**config.mk**
```make
export PLATFORM = sky130hd
export DESIGN_NAME = cpu_bus_seq
export DESIGN_NICKNAME = d
export VERILOG_FILES = /design/src/rtl/cpu_bus_seq.sv
export SDC_FILE = /design/constraint.sdc
export NUM_CORES = 1
export LEC_CHECK = 0
export ABC_AREA = 0
export CAP_MARGIN = 20
export CORE_MARGIN = 3
export CORE_UTILIZATION = 42
export DETAILED_ROUTE_END_ITERATION = 8
export PLACE_DENSITY = 0.74
export SYNTH_ARGS = -nofsm -noshare
export SYNTH_HDL_FRONTEND = slang
export SYNTH_SLANG_ARGS = --single-unit
export TNS_END_PERCENT = 30
```
**constraint.sdc**
```tcl
create_clock -name clk -period 2.3 [get_ports clk]
set_clock_uncertainty 0.05 [all_clocks]
set_input_delay 0.575 -clock clk [delete_from_list [all_inputs] [get_ports clk]]
set_output_delay 0.575 -clock clk [all_outputs]
set_load 0.005 [all_outputs]
```
**src/rtl/cpu_bus_seq.sv**
```systemverilog
// CPU request to multiplexed address/data bus sequencer.
// Optional ready timeout enabled by CPU_BUS_SEQ_TIMEOUT_EN.
module cpu_bus_seq #(
  parameter int AW      = 32,
  parameter int DW      = 32,
  parameter int TMO_CYC = 16
) (
  input  logic            clk,
  input  logic            rst_n,
  input  logic            cpu_req,
  input  logic [DW/8-1:0] cpu_write,
  input  logic [AW-1:0]   cpu_addr,
  input  logic [DW-1:0]   cpu_wdata,
  output logic            cpu_ack_o,
  output logic [DW-1:0]   cpu_rdata_o,
  output logic            cpu_error_o,
  output logic [DW-1:0]   bus_ad_o,
  output logic            bus_ad_oe_o,
  input  logic [DW-1:0]   bus_ad_i,
  output logic            bus_adrcyn_o,
  output logic            bus_tm1n_o,
  output logic            bus_tm0n_o,
  input  logic            bus_rdyn_i
);

  localparam int SW = DW / 8;
  localparam int LB = (DW == 64) ? 3 : 2;

  typedef enum logic [1:0] {
    IDLE,
    ADDR,
    DATA,
    DONE
  } state_t;

  state_t state_q, state_d;

  logic [SW-1:0] strb_q;
  logic [AW-1:0] addr_q;
  logic [DW-1:0] wdata_q;
  logic [DW-1:0] rdata_q;
  logic [1:0]    tm_q;
  logic [LB-1:0] lane_q;
  logic          err_q;

  logic [7:0]    s8;
  logic [4:0]    e;
  logic          enc_ok;
  logic [1:0]    enc_tm;
  logic [LB-1:0] enc_lane;
  logic [DW-1:0] a_word;
  logic          tmo_hit;

  // {legal, tm1n/tm0n, lane code} for one 32-bit half
  function automatic logic [4:0] enc4(input logic [3:0] s);
    case (s)
      4'b0000: enc4 = 5'b1_11_00;
      4'b0001: enc4 = 5'b1_00_00;
      4'b0010: enc4 = 5'b1_00_01;
      4'b0100: enc4 = 5'b1_00_10;
      4'b1000: enc4 = 5'b1_00_11;
      4'b0011: enc4 = 5'b1_01_01;
      4'b1100: enc4 = 5'b1_01_11;
      4'b1111: enc4 = 5'b1_01_00;
      default: enc4 = 5'b0_11_00;
    endcase
  endfunction

  always_comb begin
    s8       = 8'(cpu_write);
    e        = 5'b0_11_00;
    enc_ok   = 1'b0;
    enc_tm   = 2'b11;
    enc_lane = '0;
    if (DW == 64 && s8 == 8'hFF) begin
      enc_ok = 1'b1;
      enc_tm = 2'b10;
    end else if (s8[7:4] == 4'h0) begin
      e        = enc4(s8[3:0]);
      enc_ok   = e[4];
      enc_tm   = e[3:2];
      enc_lane = LB'({1'b0, e[1:0]});
    end else if (DW == 64 && s8[3:0] == 4'h0) begin
      e        = enc4(s8[7:4]);
      enc_ok   = e[4];
      enc_tm   = e[3:2];
      enc_lane = LB'({1'b1, e[1:0]});
    end
  end

`ifdef CPU_BUS_SEQ_TIMEOUT_EN
  logic [7:0] tmo_q;

  assign tmo_hit = bus_rdyn_i && (tmo_q == 8'(TMO_CYC - 1));

  // ADDR always precedes DATA, so clearing there clears on DATA entry
  always_ff @(posedge clk or negedge rst_n) begin
    if (!rst_n) begin
      tmo_q <= '0;
    end else if (state_q == ADDR) begin
      tmo_q <= '0;
    end else if (state_q == DATA && bus_rdyn_i) begin
      tmo_q <= tmo_q + 8'd1;
    end
  end
`else
  assign tmo_hit = 1'b0;
`endif

  always_comb begin
    state_d = state_q;
    unique case (state_q)
      IDLE: if (cpu_req) state_d = enc_ok ? ADDR : DONE;
      ADDR: state_d = DATA;
      DATA: if (!bus_rdyn_i || tmo_hit) state_d = DONE;
      DONE: state_d = IDLE;
      default: state_d = IDLE;
    endcase
  end

  always_ff @(posedge clk or negedge rst_n) begin
    if (!rst_n) begin
      state_q <= IDLE;
      strb_q  <= '0;
      addr_q  <= '0;
      wdata_q <= '0;
      rdata_q <= '0;
      tm_q    <= 2'b11;
      lane_q  <= '0;
      err_q   <= 1'b0;
    end else begin
      state_q <= state_d;
      if (state_q == IDLE && cpu_req) begin
        strb_q  <= cpu_write;
        addr_q  <= cpu_addr;
        wdata_q <= cpu_wdata;
        tm_q    <= enc_tm;
        lane_q  <= enc_lane;
        err_q   <= !enc_ok;
      end
      if (state_q == DATA && tmo_hit) err_q <= 1'b1;
      if (state_q == DATA && !bus_rdyn_i && strb_q == '0)
        rdata_q <= bus_ad_i;
    end
  end

  always_comb begin
    a_word         = DW'(addr_q);
    a_word[LB-1:0] = lane_q;
  end

  assign cpu_ack_o   = (state_q == DONE);
  assign cpu_error_o = (state_q == DONE) && err_q;
  assign cpu_rdata_o = rdata_q;

  always_comb begin
    bus_ad_o     = '0;
    bus_ad_oe_o  = 1'b0;
    bus_adrcyn_o = 1'b1;
    bus_tm1n_o   = 1'b1;
    bus_tm0n_o   = 1'b1;
    unique case (state_q)
      ADDR: begin
        bus_adrcyn_o = 1'b0;
        bus_ad_oe_o  = 1'b1;
        bus_ad_o     = a_word;
        {bus_tm1n_o, bus_tm0n_o} = tm_q;
      end
      DATA: begin
        {bus_tm1n_o, bus_tm0n_o} = tm_q;
        if (strb_q != '0) begin
          bus_ad_oe_o = 1'b1;
          bus_ad_o    = wdata_q;
        end
      end
      default: ;
    endcase
  end

endmodule
```
==> results of run 1 <==
-- area by class of cell --
cell class,instances,share of cell area (%)
Sequential cell,105,39.0
Multi-Input combinational cell,176,27.4
Timing Repair Buffer,195,27.2
Tap cell,136,2.53
Clock buffer,9,1.84
Clock inverter,7,1.75
Inverter,6,0.334
-- placed cells by master (no fill, tap or decap), types with 2 or more instances in the layout --
cell type / n
mux2_4: 30
ha_1: 4
bufinv_16: 3
dlygate4sd2_1: 4
dfstp_2: 2
clkinv_2: 2
a21oi_1: 3
inv_1: 4
a22o_1: 34
clkbuf_8: 9
buf_6: 4
clkdlybuf4s50_1: 133
nand2b_1: 3
nand2_1: 8
buf_4: 14
nor2_1: 3
inv_2: 2
clkbuf_2: 15
buf_12: 6
dfrtp_1: 103
mux2_2: 66
buf_2: 18
o21ai_0: 8
-- sequential cells by signal, summed over array words and instances, names as in the netlist --
signal / cells
err_q: 1
lane_q: 2
addr_q: 30
strb_q: 4
cpu_rdata_o: 32
wdata_q: 32
tm_q: 2
state_q: 2
-- per-stage QoR --
stage	total power [W]	utilization (%)	instances	setup slack, ns	cell area (um2)
floorplan	0.00521	-	306	0.173	4570
global placement	0.00725	62.7	614	-0.199	6560
detailed placement	0.00740	62.7	614	-0.232	6560
CTS	0.00870	64.9	633	-0.346	6790
global route	0.00912	64.4	634	-0.278	6740
finish	0.00855	64.4	634	-0.201	6740
-- per-layer routing --
layer  global-route usage (%)  vias up
met5                        0        -
met4                     7.12        0
met3                     7.11       12
met2                     28.4      136
met1                     22.0     1545
li1                         -     1479
-- report_power, final --
part	internal, W	switching, W	leakage (nW)	total [W]
logic	0.00251	0.00140	1.73	0.00391
clock network	0.000725	0.000637	0.124	0.00136
registers	0.00278	0.000499	1.26	0.00328
-- cell families (layout without fill, tap and decap cells) --
family / count (synthesis) / after routing / share of synthesized area [%]
DFF: 105 / 105 / 57.6
muxes: 96 / 96 / 26.1
AOI/OAI and AO/OA: 49 / 49 / 8.44
buffers and inverters: 25 / 217 / 2.82
and+or+nand+nor: 24 / 24 / 3.18
adders and majority gates: 6 / 6 / 1.64
xor gates and xnor gates: 1 / 1 / 0.192
-- critical path: cells and delay by family (launching register included) --
kind,cells,cell delay (ns)
fa+ha+maj,1,0.18
compound gates,1,0.22
flops,1,0.41
simple gates,2,0.13
buf+inv,4,0.56
-- repair_timing --
item                                    in CTS  in global routing
pin swaps                                   10                 18
buffers inserted                             1                  3
gates resized for setup                    115                 20
gates cloned                                 2                  0
endpoints found under the setup margin      37                 33
endpoints found under the hold margin        0                  0
-- path summary, 6_finish.rpt --
| check | cells after the start | from | to |
|---|---|---|---|
| setup reg to reg | 6 | strb_q[0]$_DFFE_PN0P_ | cpu_rdata_o[11]$_DFFE_PN0P_ |
| max in group asynchronous | 2 | rst_n | wdata_q[24]$_DFFE_PN0P_ |
| hold / removal | 1 | rst_n | cpu_rdata_o[12]$_DFFE_PN0P_ |
| hold reg to reg | 2 | tm_q[1]$_DFFE_PN1P_ | tm_q[1]$_DFFE_PN1P_ |
| min in group clk | 2 | tm_q[1]$_DFFE_PN1P_ | tm_q[1]$_DFFE_PN1P_ |
| setup / recovery | 8 | state_q[1]$_DFFE_PN0P_ | bus_ad_o[4] |
==> reports/metrics.cfg, run 1 <==
[logic_synthesis]
async_flop_share_pct = 100
syn-cell-area_um2 = 4570
synth_enable_flop_cells = 0
syn_inst = 306
synth.yosys.warnings = 0
synth_top_area_share_pct = 56.4
syn_nets = 416
ys_ff_latch = 105
yosys-top-cells-area = dfrtp_1 (56%), mux2_2 (16%), mux2_4 (9.9%), a22o_1 (6.5%), ha_1 (1.6%)
synth_flop_cell = dfrtp_1
yosys-top-cells-count = dfrtp_1 (103), mux2_2 (66), a22o_1 (34), mux2_4 (30)
ys_seq_area_share_pct = 57.6
synth.most_common_cell = dfrtp_1
synth_cell_type_count = 26
syn_avg_cell_area_um2 = 14.9
yosys.area.top_type = dfrtp_1

[cts]
root_buffer = clkbuf_8
cts_num_sinks = 105
cts_tree = done
htree_levels = 3
clock_latency_ns = 0.37
clkTransAtPathRegs_ns = 0.10
cts_made_buffers = 9
hold_buffers = 0
cts_max_path_buffers = 2

[sta]
rsz0062_at_grt = yes
slew_headroom_pct = 74.4
tns_ns = -5.84
finalHoldWorstSlack_ns = 0.0263
worst_slack_ns = -0.201
max_freq_mhz = 400
worstMarginPinSlew_ns = 0.384
min_period_ns = 2.50
finalSetupViolations = 33
hold_viol = 0
period_share_pct = 109
timing.final.max_slew_violations = 0

[critical_path]
arrival_ns = 1.88
required_ns = 1.67
path_class = flop to output pin
crit_path_max_fanout = 5
cp-end-kind = output pin
crit_chain = buf_4, ha_2, nand2_2, nor2_4, buf_12, buf_6, a22o_1, buf_2
crit_slowest_cell = dfrtp_1
critPathLaunchType = flop
max_stage_delay_ns = 0.41
rrSetupSlack_ns = 0.33

[routing]
wl_um = 11000
post_drt_wl_per_cell_um = 17.4
viasPerCell = 5.00
route.met3.wl_um = 1330
antenna_left = 0
wl_met1_um = 4510
dr.first_iter.drc_count = 112
dr.pass1.iters = 4
wl_met2_um = 5040
drc = 0
via_count = 3172
topRoutingLayerUsed = met4

[pwr]
cellPowerDensity_nw_per_um2 = 1270
p_leak_nw = 3.11
ir_worst_vdd_v = 0.000571

[floorplan]
die_y_um = 110
die_x_um = 110
dieArea_um2 = 12200
placeableCoreArea_um2 = 10500
start_util_pct = 43.6
placementRows = 37
ios = 174

[grt]
track_usage_pct = 17.9
grt_start_max_net_pins = 57
grt-ovfl-total = 0
grt_pass1_vias = 3228
antenna_found_initial = 0
grt_first_pass_wirelength_um = 16500

[outcome]
status = finished with violations
violations = negative setup slack

[worst_hold_path]
hp-class = input port to asynchronous set/reset pin

[cells_and_area]
area_growth_syn_to_layout_pct = 47.5
num_antenna_cells = 0
multi_input_area_um2 = 1840
nFillCells = 822
nets = 603
ff_latch_area_um2 = 2630
post_route_cells_drive_above_1_share_pct = 36.5

[place]
gp_congestion = 0.773
port_buffers = 171
dpl.hpwl_um = 8120

[job]
drv_cap = 0

(Power assumes the default switching activity.)
==> inputs of run 2 (changes only) <==
- SKIP_CTS_REPAIR_TIMING: default -> 1
==> run 2 against run 1 <==
The flow still finishes with violations (negative setup slack). Combinational power up 1%. Via count down 0.63%. Global-route usage down 0.37 points. Highest routed layer unchanged.
==> reports/metrics.cfg, run 2 (synthesis gave the netlist of run 1 again) <==
[sta]
max_freq_mhz = 399
slew_headroom_pct = 74.2
finalSetupViolations = 32
min_period_ns = 2.51
hold_viol = 0
worstMarginPinSlew_ns = 0.387
period_share_pct = 109
rsz0062_at_grt = yes
timing.final.max_slew_violations = 0
worst_slack_ns = -0.206

[place]
pre_cts_slack_ns = -0.232
dpl.hpwl_um = 8120
port_buffers = 171
placedCellCount = 614
dpl_cell_area_um2 = 6560
gp_congestion = 0.773

[floorplan]
start_util_pct = 43.6
ios = 174
die_y_um = 110
placeableCoreArea_um2 = 10500
die_x_um = 110
placementRows = 37
dieArea_um2 = 12200

[outcome]
status = finished with violations
violations = negative setup slack

[pwr]
cellPowerDensity_nw_per_um2 = 1270
power_w = 0.00860
p_leak_nw = 3.19
ir_worst_vdd_v = 0.000565

[critical_path]
path_class = flop to output pin
critPathLaunchType = flop
max_stage_delay_ns = 0.41
crit_slowest_cell = dfrtp_1
required_ns = 1.67
crit_chain = buf_4, ha_2, nand2_2, nor2_4, buf_12, buf_6, a22o_1, dlymetal6s2s_1
arrival_ns = 1.88
crit_path_max_fanout = 6
cp-end-kind = output pin

[grt]
antenna_found_initial = 0
grt-ovfl-total = 0
track_usage_pct = 17.6
grt_pass1_vias = 3197
grt_first_pass_wirelength_um = 16200
grt_start_max_net_pins = 57

[routing]
viasPerCell = 4.97
via_count = 3152
wl_um = 11000
wl_met2_um = 5050
drc = 0
post_drt_wl_per_cell_um = 17.4
route.met3.wl_um = 1330
dr.first_iter.drc_count = 104
topRoutingLayerUsed = met4
antenna_left = 0
wl_met1_um = 4510
dr.pass1.iters = 4

[cells_and_area]
stdcell_area_um2 = 6780
area_growth_syn_to_layout_pct = 48.5
nets = 603
fin_util_pct = 64.8
final_common_cell = clkdlybuf4s50_1
final_cell_mix = clkdlybuf4s50_1 (133), dfrtp_1 (103), mux2_2 (66)
nFillCells = 813
fin_cells = 634
post_route_cells_drive_above_1_share_pct = 35.7
num_antenna_cells = 0

[cts]
cts_tree = done
cts_max_path_buffers = 2
htree_levels = 3
cts_made_buffers = 9
root_buffer = clkbuf_8
cts_num_sinks = 105
clkTransAtPathRegs_ns = 0.10
clock_latency_ns = 0.37

[worst_hold_path]
hp-class = input port to asynchronous set/reset pin

[job]
drv_cap = 0

==> run 2: cell count changes in the layout (fill, tap and decap cells not counted), sizes merged <==
cell	delta
buf	-16
clkbuf	+12
dlygate4sd2	-4
dlymetal6s2s	+8
==> run 2: worst paths after layout <==
kind / start / endpoint / slack [ns] / depth (start not counted)
worst max register to register: strb_q[3]$_DFFE_PN0P_ / cpu_rdata_o[11]$_DFFE_PN0P_ / 0.40 / 5
max in group asynchronous: rst_n / wdata_q[24]$_DFFE_PN0P_ / 1.50 / 2
min in group clk: tm_q[1]$_DFFE_PN1P_ / tm_q[1]$_DFFE_PN1P_ / 0.44 / 2
worst max-delay path: state_q[1]$_DFFE_PN0P_ / bus_ad_o[19] / -0.21 / 8
worst min register to register: tm_q[1]$_DFFE_PN1P_ / tm_q[1]$_DFFE_PN1P_ / 0.44 / 2
worst min-delay path: rst_n / cpu_rdata_o[12]$_DFFE_PN0P_ / 0.02 / 1
==> run 2: critical path: cells and delay by family, from the launching register on <==
kind	cells	cell delay, ns
compound gates	1	0.22
fa+ha+maj	1	0.18
buf+inv	4	0.57
flops	1	0.41
simple gates	2	0.13
==> run 2: layout make-up <==
cell class,instances,area (um2),share of cell area (%)
clock buffer,9,124,1.83
clock inverter,7,118,1.73
inverter,6,22.5,0.332
multi-input combinational,176,1840,27.2
sequential,105,2630,38.8
tap,136,170,2.51
timing repair buffer,195,1880,27.7
==> run 2: per-stage QoR <==
stage / TNS [ns] / hold slack (ns)
after CTS: -21.29 / 0.0141
after global placement: -5.58 / 0.411
after global routing: -8.68 / 0.0189
after floorplan: 0 / 0.229
final: -5.83 / 0.0245
after detailed placement: -6.32 / 0.428
==> run 2: power by group <==
| part | switching (W) | leakage, nW | internal [W] |
|---|---|---|---|
| clock network | 0.000636 | 0.124 | 0.000725 |
| logic | 0.00140 | 1.81 | 0.00255 |
| registers | 0.000499 | 1.26 | 0.00278 |
| total | 0.00253 | 3.19 | 0.00606 |
==> run 2: metal layers <==
layer | track usage [%] | up-vias
li1 | - | 1479
met4 | 7.12 | 0
met5 | 0 | -
met3 | 7.22 | 11
met2 | 27.2 | 132
met1 | 21.8 | 1530
